`src/rtl/aes_key_sched_ctrl.sv`:
```
// AES key-expansion sequencer: walks word index i over the key schedule,
// tracks i mod Nk, chooses the per-word transform, handshakes with the
// shared S-box and strobes words into the round-key store.
//
// state   | meaning
// --------+-----------------------------------------------------------
// IDLE    | waiting for start; conf latched on accept
// LOAD    | copy Nk cipher-key words into slots 0..Nk-1
// CALC    | decide transform for word i from i mod Nk
// WAIT_SB | S-box request outstanding, timeout down-counter running
// WRITE   | store word i, advance rcon after a rot+sub+rcon word
// DONE    | one-cycle completion pulse
module aes_key_sched_ctrl #(
    parameter int ADDR_W     = 6,
    parameter int SB_TIMEOUT = 16
) (
    input  logic              clk_in,
    input  logic              rst_in,
    input  logic              start_in,
    input  logic              abort_in,
    input  logic [1:0]        conf_in,
    input  logic              sbox_ack_in,
    output logic              busy_out,
    output logic              done_out,
    output logic              err_out,
    output logic              load_out,
    output logic [1:0]        op_out,
    output logic [7:0]        rcon_out,
    output logic              sbox_req_out,
    output logic [ADDR_W-1:0] widx_out,
    output logic [3:0]        imodk_out,
    output logic              wr_en_out,
    output logic [ADDR_W-1:0] wr_addr_out
);

    localparam int TMO_W = (SB_TIMEOUT > 2) ? $clog2(SB_TIMEOUT) : 1;
    localparam logic [ADDR_W-1:0] ONE_A = {{(ADDR_W-1){1'b0}}, 1'b1};
    localparam logic [TMO_W-1:0]  ONE_T = {{(TMO_W-1){1'b0}}, 1'b1};
    localparam logic [TMO_W-1:0]  TMO_LOAD = TMO_W'(SB_TIMEOUT - 1);

    typedef enum logic [2:0] {
        S_IDLE    = 3'd0,
        S_LOAD    = 3'd1,
        S_CALC    = 3'd2,
        S_WAIT_SB = 3'd3,
        S_WRITE   = 3'd4,
        S_DONE    = 3'd5
    } state_t;

    state_t              r_state;
    logic [ADDR_W-1:0]   r_i;
    logic [3:0]          r_imodk;
    logic [7:0]          r_rcon;
    logic [3:0]          r_nk;
    logic [ADDR_W-1:0]   r_last;
    logic [TMO_W-1:0]    r_tmo;
    logic                r_err;

    state_t              w_nxt_state;
    logic [ADDR_W-1:0]   w_nxt_i;
    logic [3:0]          w_nxt_imodk;
    logic [7:0]          w_nxt_rcon;
    logic [3:0]          w_nxt_nk;
    logic [ADDR_W-1:0]   w_nxt_last;
    logic [TMO_W-1:0]    w_nxt_tmo;
    logic                w_nxt_err;
    logic [1:0]          w_op;
    logic                w_imodk_wrap;
    logic [7:0]          w_xtime;

    // Transform selection; imodk is stable from CALC through WRITE so no op register is needed
    always_comb begin
        w_op = 2'd0;
        if (r_imodk == 4'd0) begin
            w_op = 2'd1;
        end else if (r_nk == 4'd8 && r_imodk == 4'd4) begin
            w_op = 2'd2;
        end
        w_imodk_wrap = (r_imodk == (r_nk - 4'd1));
        w_xtime      = {r_rcon[6:0], 1'b0} ^ (r_rcon[7] ? 8'h1B : 8'h00);
    end

    // State register plus schedule counters
    always_ff @(posedge clk_in or negedge rst_in) begin
        if (!rst_in) begin
            r_state <= S_IDLE;
            r_i     <= '0;
            r_imodk <= 4'd0;
            r_rcon  <= 8'h01;
            r_nk    <= 4'd4;
            r_last  <= '0;
            r_tmo   <= '0;
            r_err   <= 1'b0;
        end else begin
            r_state <= w_nxt_state;
            r_i     <= w_nxt_i;
            r_imodk <= w_nxt_imodk;
            r_rcon  <= w_nxt_rcon;
            r_nk    <= w_nxt_nk;
            r_last  <= w_nxt_last;
            r_tmo   <= w_nxt_tmo;
            r_err   <= w_nxt_err;
        end
    end

    // Next-state, counter updates and Moore outputs
    always_comb begin
        w_nxt_state  = r_state;
        w_nxt_i      = r_i;
        w_nxt_imodk  = r_imodk;
        w_nxt_rcon   = r_rcon;
        w_nxt_nk     = r_nk;
        w_nxt_last   = r_last;
        w_nxt_tmo    = r_tmo;
        w_nxt_err    = 1'b0;
        busy_out     = (r_state != S_IDLE);
        done_out     = 1'b0;
        err_out      = r_err;
        load_out     = 1'b0;
        op_out       = 2'd0;
        rcon_out     = r_rcon;
        sbox_req_out = 1'b0;
        widx_out     = r_i;
        imodk_out    = r_imodk;
        wr_en_out    = 1'b0;

        case (r_state)
            S_IDLE: begin
                if (start_in) begin
                    if (conf_in == 2'd3) begin
                        w_nxt_err = 1'b1;
                    end else begin
                        w_nxt_state = S_LOAD;
                        w_nxt_i     = '0;
                        w_nxt_imodk = 4'd0;
                        w_nxt_rcon  = 8'h01;
                        case (conf_in)
                            2'd0:    begin w_nxt_nk = 4'd4; w_nxt_last = ADDR_W'(43); end
                            2'd1:    begin w_nxt_nk = 4'd6; w_nxt_last = ADDR_W'(51); end
                            default: begin w_nxt_nk = 4'd8; w_nxt_last = ADDR_W'(59); end
                        endcase
                    end
                end
            end
            S_LOAD: begin
                load_out  = 1'b1;
                wr_en_out = 1'b1;
                w_nxt_i   = r_i + ONE_A;
                // i < Nk during LOAD, so imodk equals i and doubles as the load counter
                if (w_imodk_wrap) begin
                    w_nxt_imodk = 4'd0;
                    w_nxt_state = S_CALC;
                end else begin
                    w_nxt_imodk = r_imodk + 4'd1;
                end
            end
            S_CALC: begin
                op_out = w_op;
                if (w_op == 2'd0) begin
                    w_nxt_state = S_WRITE;
                end else begin
                    w_nxt_state = S_WAIT_SB;
                    w_nxt_tmo   = TMO_LOAD;
                end
            end
            S_WAIT_SB: begin
                op_out       = w_op;
                sbox_req_out = 1'b1;
                if (sbox_ack_in) begin
                    w_nxt_state = S_WRITE;
                end else if (r_tmo == '0) begin
                    w_nxt_state = S_IDLE;
                    w_nxt_err   = 1'b1;
                end else begin
                    w_nxt_tmo = r_tmo - ONE_T;
                end
            end
            S_WRITE: begin
                op_out    = w_op;
                wr_en_out = 1'b1;
                if (w_op == 2'd1) begin
                    w_nxt_rcon = w_xtime;
                end
                if (r_i == r_last) begin
                    w_nxt_state = S_DONE;
                end else begin
                    w_nxt_state = S_CALC;
                    w_nxt_i     = r_i + ONE_A;
                    w_nxt_imodk = w_imodk_wrap ? 4'd0 : (r_imodk + 4'd1);
                end
            end
            S_DONE: begin
                done_out    = 1'b1;
                w_nxt_state = S_IDLE;
            end
            default: begin
                w_nxt_state = S_IDLE;
            end
        endcase

        // Abort wins over ack, timeout and completion; counters freeze where they are
        if (r_state != S_IDLE && abort_in) begin
            w_nxt_state = S_IDLE;
            w_nxt_err   = 1'b0;
            w_nxt_i     = r_i;
            w_nxt_imodk = r_imodk;
            w_nxt_rcon  = r_rcon;
        end

        wr_addr_out = wr_en_out ? r_i : '0;
    end

endmodule

```
`config.mk`:
```
export PLATFORM = sky130hd
export DESIGN_NAME = aes_key_sched_ctrl
export DESIGN_NICKNAME = d
export VERILOG_FILES = /design/src/rtl/aes_key_sched_ctrl.sv
export SDC_FILE = /design/constraint.sdc
export NUM_CORES = 1
export LEC_CHECK = 0
export CORE_MARGIN = 5
export CORE_UTILIZATION = 35
export CTS_BUF_LIST = sky130_fd_sc_hd__clkbuf_8
export DETAILED_ROUTE_END_ITERATION = 12
export PLACE_DENSITY = 0.64
export SLEW_MARGIN = 20
export SYNTH_ARGS = -nofsm -noshare
export SYNTH_HDL_FRONTEND = slang
export SYNTH_SLANG_ARGS = --single-unit
```
`constraint.sdc`:
```
create_clock -name clk_in -period 2.2 [get_ports clk_in]
set_input_delay 0.44 -clock clk_in [delete_from_list [all_inputs] [get_ports clk_in]]
set_output_delay 0.44 -clock clk_in [all_outputs]
set_load 0.02 [all_outputs]
```
==> results of run 1 <==
worst max-delay path, cell delays in order (launching register included):
cell and delay, ns:
dfrtp_1 0.43, xnor2_2 0.25, nor2_1 0.06, buf_4 0.16, and2_1 0.15, dlygate4sd2_1 0.32
area by class of cell:
cell class | instances | area (um2)
Multi-Input combinational cell | 160 | 1030
Clock inverter | 3 | 42.5
Inverter | 20 | 75.1
Clock buffer | 5 | 68.8
Sequential cell | 32 | 803
Timing Repair Buffer | 60 | 522
Tap cell | 72 | 90.1
Fill cell | 549 | 2840
Yosys cell counts (4+ instances only):
master     n
nand3_1   11
xnor2_1    4
xor2_1     6
inv_1     20
a21oi_1    5
nand2_1   16
dfrtp_1   30
nor2b_1    5
and2_1     7
o21ai_0   19
ha_1       6
nor3_1     7
nand2b_1   5
nor2_1    23
flip-flops by register name, indices dropped and copies added, names as in the netlist:
name and count:
r_tmo 4, r_state 3, err_out 1, imodk_out 4, r_nk 3, widx_out 6
r_last 3, rcon_out 8
stage by stage:
stage	total power, uW	setup slack (ns)	hold WS [ns]	cell area [um2]	std cells
after global placement	2420	0.0519	0.482	2530	344
after global routing	3200	0.00235	0.541	2630	352
final	2960	0.103	0.512	2630	352
after detailed placement	2440	0.0303	0.494	2530	344
after floorplan	1870	0.274	0.144	1950	220
after CTS	2980	0.0440	0.511	2640	352
logic make-up (layout without fill, tap and decap cells):
family                   Yosys count  count (layout)  share of synthesized area
XOR/XNOR                          10              10                     0.0450
flip-flops                        32              32                      0.413
AND/OR/NAND/NOR                   92              92                      0.257
AO/OA/AOI/OAI                     50              50                      0.172
adder cells (fa/ha/maj)            7               7                     0.0443
multiplexers                       1               1                    0.00578
buffers and inverters             28              88                     0.0636
power breakdown:
group | leakage [uW] | total, uW | internal (uW) | switching (uW)
logic | 0.000687 | 1540 | 653 | 884
clock network | 0.0000541 | 569 | 335 | 234
registers | 0.000402 | 855 | 723 | 132
total | 0.00114 | 2960 | 1710 | 1250
timing repair:
item,4_1_cts,5_1_grt
hold endpoints to repair,0,0
pin swaps,0,0
endpoints found under the setup margin,13,3
hold buffers,0,0
resized for setup,14,7
layer usage:
| metal | wire length, um | global-route usage | vias up |
|---|---|---|---|
| met5 | 0 | 0 | - |
| met1 | 2330 | 0.203 | 839 |
| met4 | 68 | 0.0504 | 0 |
| li1 | - | - | 886 |
| met3 | 216 | 0.0353 | 6 |
| met2 | 2260 | 0.227 | 44 |
worst max-delay path by stage:
| stage | cells past startpoint | to | slack, ns | start |
|---|---|---|---|---|
| 2_1_floorplan | 5 | op_out[1] | 0.27 | r_state[0]$_DFFE_PN0P_ |
| 3_3_place_gp | 7 | imodk_out[3]$_DFFE_PN0P_ | 0.05 | abort_in |
| 3_5_place_dp | 7 | imodk_out[3]$_DFFE_PN0P_ | 0.03 | abort_in |
| 4_1_cts | 6 | op_out[1] | 0.04 | imodk_out[1]$_DFFE_PN0P_ |
| 5_1_grt | 8 | imodk_out[2]$_DFFE_PN0P_ | 0.002 | r_nk[2]$_DFFE_PN1P_ |
| 6_report | 5 | wr_addr_out[3] | 0.10 | r_state[2]$_DFFE_PN0P_ |
==> run metrics, run 1 <==
core footprint 5470 um2; antenna violations before repair 0; clk_skew 0.00498 ns; post-synthesis instance total 220; Post-DRT Antenna Nets 0; WL/cell 13.8 um; ys async rst share 1.00; r2r startpoint r_nk[2]$_DFFE_PN1P_; Max Cap Viol 0; #FFs+latches synth 32; Avg Inst Size Synth 8.85 um2; Area contributors post-synth dfrtp_1, o21ai_0, nor2_1; most frequent cells in the layout dfrtp_1, clkdlybuf4s50_1, nor2_1; # Post-CTS Setup Buffers 0; hold endpoint r_nk[3]$_DFFE_PN0P_; CTS buffer count 5; Startpoint Class register; status finished clean; die area 7150 um2; post-synth top area cell dfrtp_1; via count 1,775; CP Capture Type primary output; CTS tree done; Fin. Hold Viols 0; Tmin final 2.10 ns; H-tree depth 2; Final Routed Wirelength 4870 um; max_slew headroom 0.690; I/O Buffers 38; CTS Sinks 32; Hold Path Depth 2; vias per cell 5.04; Worst-path clk slew 0.07 ns; max frequency 477 MHz; largest net degree at the start of global routing 33; CP max FO 8; Hold/Removal Path Class register to register; Pwr per Cell Area 1120 nW/um2; most common cell after layout, fill and taps aside dfrtp_1; P&R area growth vs syn 35.3%; first-pass GRT wire length 8590 um; Max Transition Viols Final 0; Seq/Total Area, Yosys 0.413; Chip Height 84.6 um; Skew-Pair Late Insertion Delay 0.29 ns; post-synthesis cell type count 54; Crit Path Category register to primary output; Die Wd 84.6 um; CP arrival 1.66 ns; FP Rows 27; Fin Setup TNS 0 ns; starting density of the core 0.356; Post-synth top flop dfrtp_1; RSZ-0062 raised after global routing false; Crit path required time 1.76 ns; Final Cycle Share 0.953; Slew @ Worst Pin 0.461 ns; Final setup viols 0; Worst R2R End imodk_out[3]$_DFFE_PN0P_; R2R Setup Slk 0.15 ns; gp weighted congestion 0.851; Final nets 292; Worst VDD drop 0.000398 V; CTS Buffer Depth 2; DRC 0; Mapped Area 1950 um2; DRT iter0 DRCs 172; synth warn 0; Synth top area share 0.386; Worst Reg-to-Reg Cells 8; hold wc startpoint r_nk[3]$_DFFE_PN0P_; DP Wirelength 3700 um; vias in the first global route 1,777; gr usage total 0.148; post-layout util 0.481; clk root buf clkbuf_8; fraction of layout cells with a size suffix above 1 0.175; router iterations before antenna repair 4; antenna cell count 0; syn nets 233; Post-synth EDFFs 0; Static Leak 0.00114 uW; GRT overflow 0; Top-Level Pins 39
Note: power is estimated with default switching activity, not from simulation.
==> run 2: changes to the inputs <==
--- a/config.mk
+++ b/config.mk
@@ -5,10 +5,10 @@
 export SDC_FILE = /design/constraint.sdc
 export NUM_CORES = 1
 export LEC_CHECK = 0
-export CORE_MARGIN = 5
 export CORE_UTILIZATION = 35
 export CTS_BUF_LIST = sky130_fd_sc_hd__clkbuf_8
 export DETAILED_ROUTE_END_ITERATION = 12
+export GPL_ROUTABILITY_DRIVEN = 0
 export PLACE_DENSITY = 0.64
 export SLEW_MARGIN = 20
 export SYNTH_ARGS = -nofsm -noshare
==> run 2 against run 1 <==
Total power is 3.0% lower. Final cell count grew 1.4%. Design area grew 1.6%. Sequential share of layout area fell by 0.39 points. Critical path type unchanged.
==> run metrics, run 2 (same netlist as run 1, synthesis figures left out) <==
antenna violations before repair 0; via count 1,769; largest net degree at the start of global routing 33; Crit Path Category register to primary output; WHS 0.489 ns; Max Transition Viols Final 0; clk root buf clkbuf_8; Final nets 299; CP Launch Point r_state[2]$_DFFE_PN0P_; CTS Sinks 32; Pwr per Cell Area 1070 nW/um2; CTS Buffer Depth 2; R2R Setup Slk 0.23 ns; Fin Setup TNS 0 ns; total power 2870 uW; max_slew headroom 0.590; Largest register FFs 8; Final Routed Wirelength 4680 um; Crit path required time 1.76 ns; Hold/Removal Path Class register to register; most frequent cells in the layout buf_4, dfrtp_1, clkdlybuf4s50_1; DRT iter0 DRCs 85; Skew-Pair Late Insertion Delay 0.27 ns; most common cell after layout, fill and taps aside buf_4; Fin. Hold Viols 0; H-tree depth 2; CTS tree done; r2r startpoint r_state[0]$_DFFE_PN0P_; most used cell, CP buf_4; core footprint 5240 um2; fraction of layout cells with a size suffix above 1 0.188; clk_skew 0.00217 ns; DP Wirelength 3520 um; Worst-path clk slew 0.06 ns; WL/cell 13.1 um; Final setup viols 0; CP max FO 6; Worst R2R End imodk_out[3]$_DFFE_PN0P_; CP arrival 1.72 ns; I/O Buffers 38; GRT overflow 0; post-route setup slack 0.0447 ns; Tmin final 2.16 ns; Top-Level Pins 39; CP Cell Sequence buf_4, nor2b_1, buf_4, nand2_1, inv_1, dlygate4sd2_1; crit path to sbox_req_out; Worst VDD drop 0.000387 V; first-pass GRT wire length 8000 um; router iterations before antenna repair 4; Crit path largest cell delay 0.46 ns; DRC 0; Startpoint Class register; Post-DRT Antenna Nets 0; CTS buffer count 5; DP Worst Slack 0.00185 ns; Final Cycle Share 0.980; post-layout util 0.511; CP max-delay cell dfrtp_2; status finished clean; # Post-CTS Setup Buffers 0; FP Rows 26; Max Cap Viol 0; Slew @ Worst Pin 0.610 ns; Chip Height 76.6 um; Worst Reg-to-Reg Cells 6; # hold bufs at CTS 0; P&R area growth vs syn 37.5%; Static Leak 0.00119 uW; max frequency 464 MHz; CP Capture Type primary output; vias per cell 4.96; Die Wd 76.6 um; die area 5860 um2; gr usage total 0.172; antenna cell count 0; vias in the first global route 1,631; starting density of the core 0.372
[run 2: metal layers]
layer	global-route usage	up-vias	routed length [um]
met3	0.0335	4	194
met2	0.262	45	2150
met4	0.0519	0	37
met5	0	-	0
li1	-	899	-
met1	0.243	821	2300
[run 2: where the power goes]
part / internal (uW) / switching (uW)
registers: 726 / 123
logic: 689 / 885
clock network: 246 / 203
[run 2: stage by stage]
| stage | std cells | instance area (um2) |
|---|---|---|
| final | 357 | 2680 |
| after global routing | 357 | 2680 |
| after CTS | 357 | 2670 |
| after detailed placement | 349 | 2580 |
| after global placement | 349 | 2580 |
| after floorplan | 220 | 1950 |
[run 2: area by class of cell]
class,instances,area [um2]
Clock buffer,6,82.6
Clock inverter,2,7.51
Fill cell,498,2560
Inverter,20,75.1
Multi-Input combinational cell,160,1040
Sequential cell,32,806
Tap cell,70,87.6
Timing Repair Buffer,67,579
[run 2: critical path: cells and delay by family (launching register included)]
kind                   cells  cell delay (ns)
and+or+nand+nor            2             0.27
DFF                        1             0.46
buffers and inverters      4             0.71
[run 2: timing repair]
item	4_1_cts	5_1_grt
endpoints found under the hold margin	0	0
setup endpoints to repair	12	8
pin swaps	0	1
resized for setup	14	8
[run 2: worst min path at each step]
stage / slack, ns / from / end / cells past startpoint
4_1_cts: 0.49 / r_nk[2]$_DFFE_PN1P_ / r_nk[2]$_DFFE_PN1P_ / 2
2_1_floorplan: 0.14 / rst_in / err_out$_DFF_PN0_ / 0
3_5_place_dp: 0.48 / r_nk[2]$_DFFE_PN1P_ / r_nk[2]$_DFFE_PN1P_ / 2
5_1_grt: 0.52 / r_nk[2]$_DFFE_PN1P_ / r_nk[2]$_DFFE_PN1P_ / 2
3_3_place_gp: 0.48 / r_nk[2]$_DFFE_PN1P_ / r_nk[2]$_DFFE_PN1P_ / 2
6_report: 0.49 / r_nk[2]$_DFFE_PN1P_ / r_nk[2]$_DFFE_PN1P_ / 2
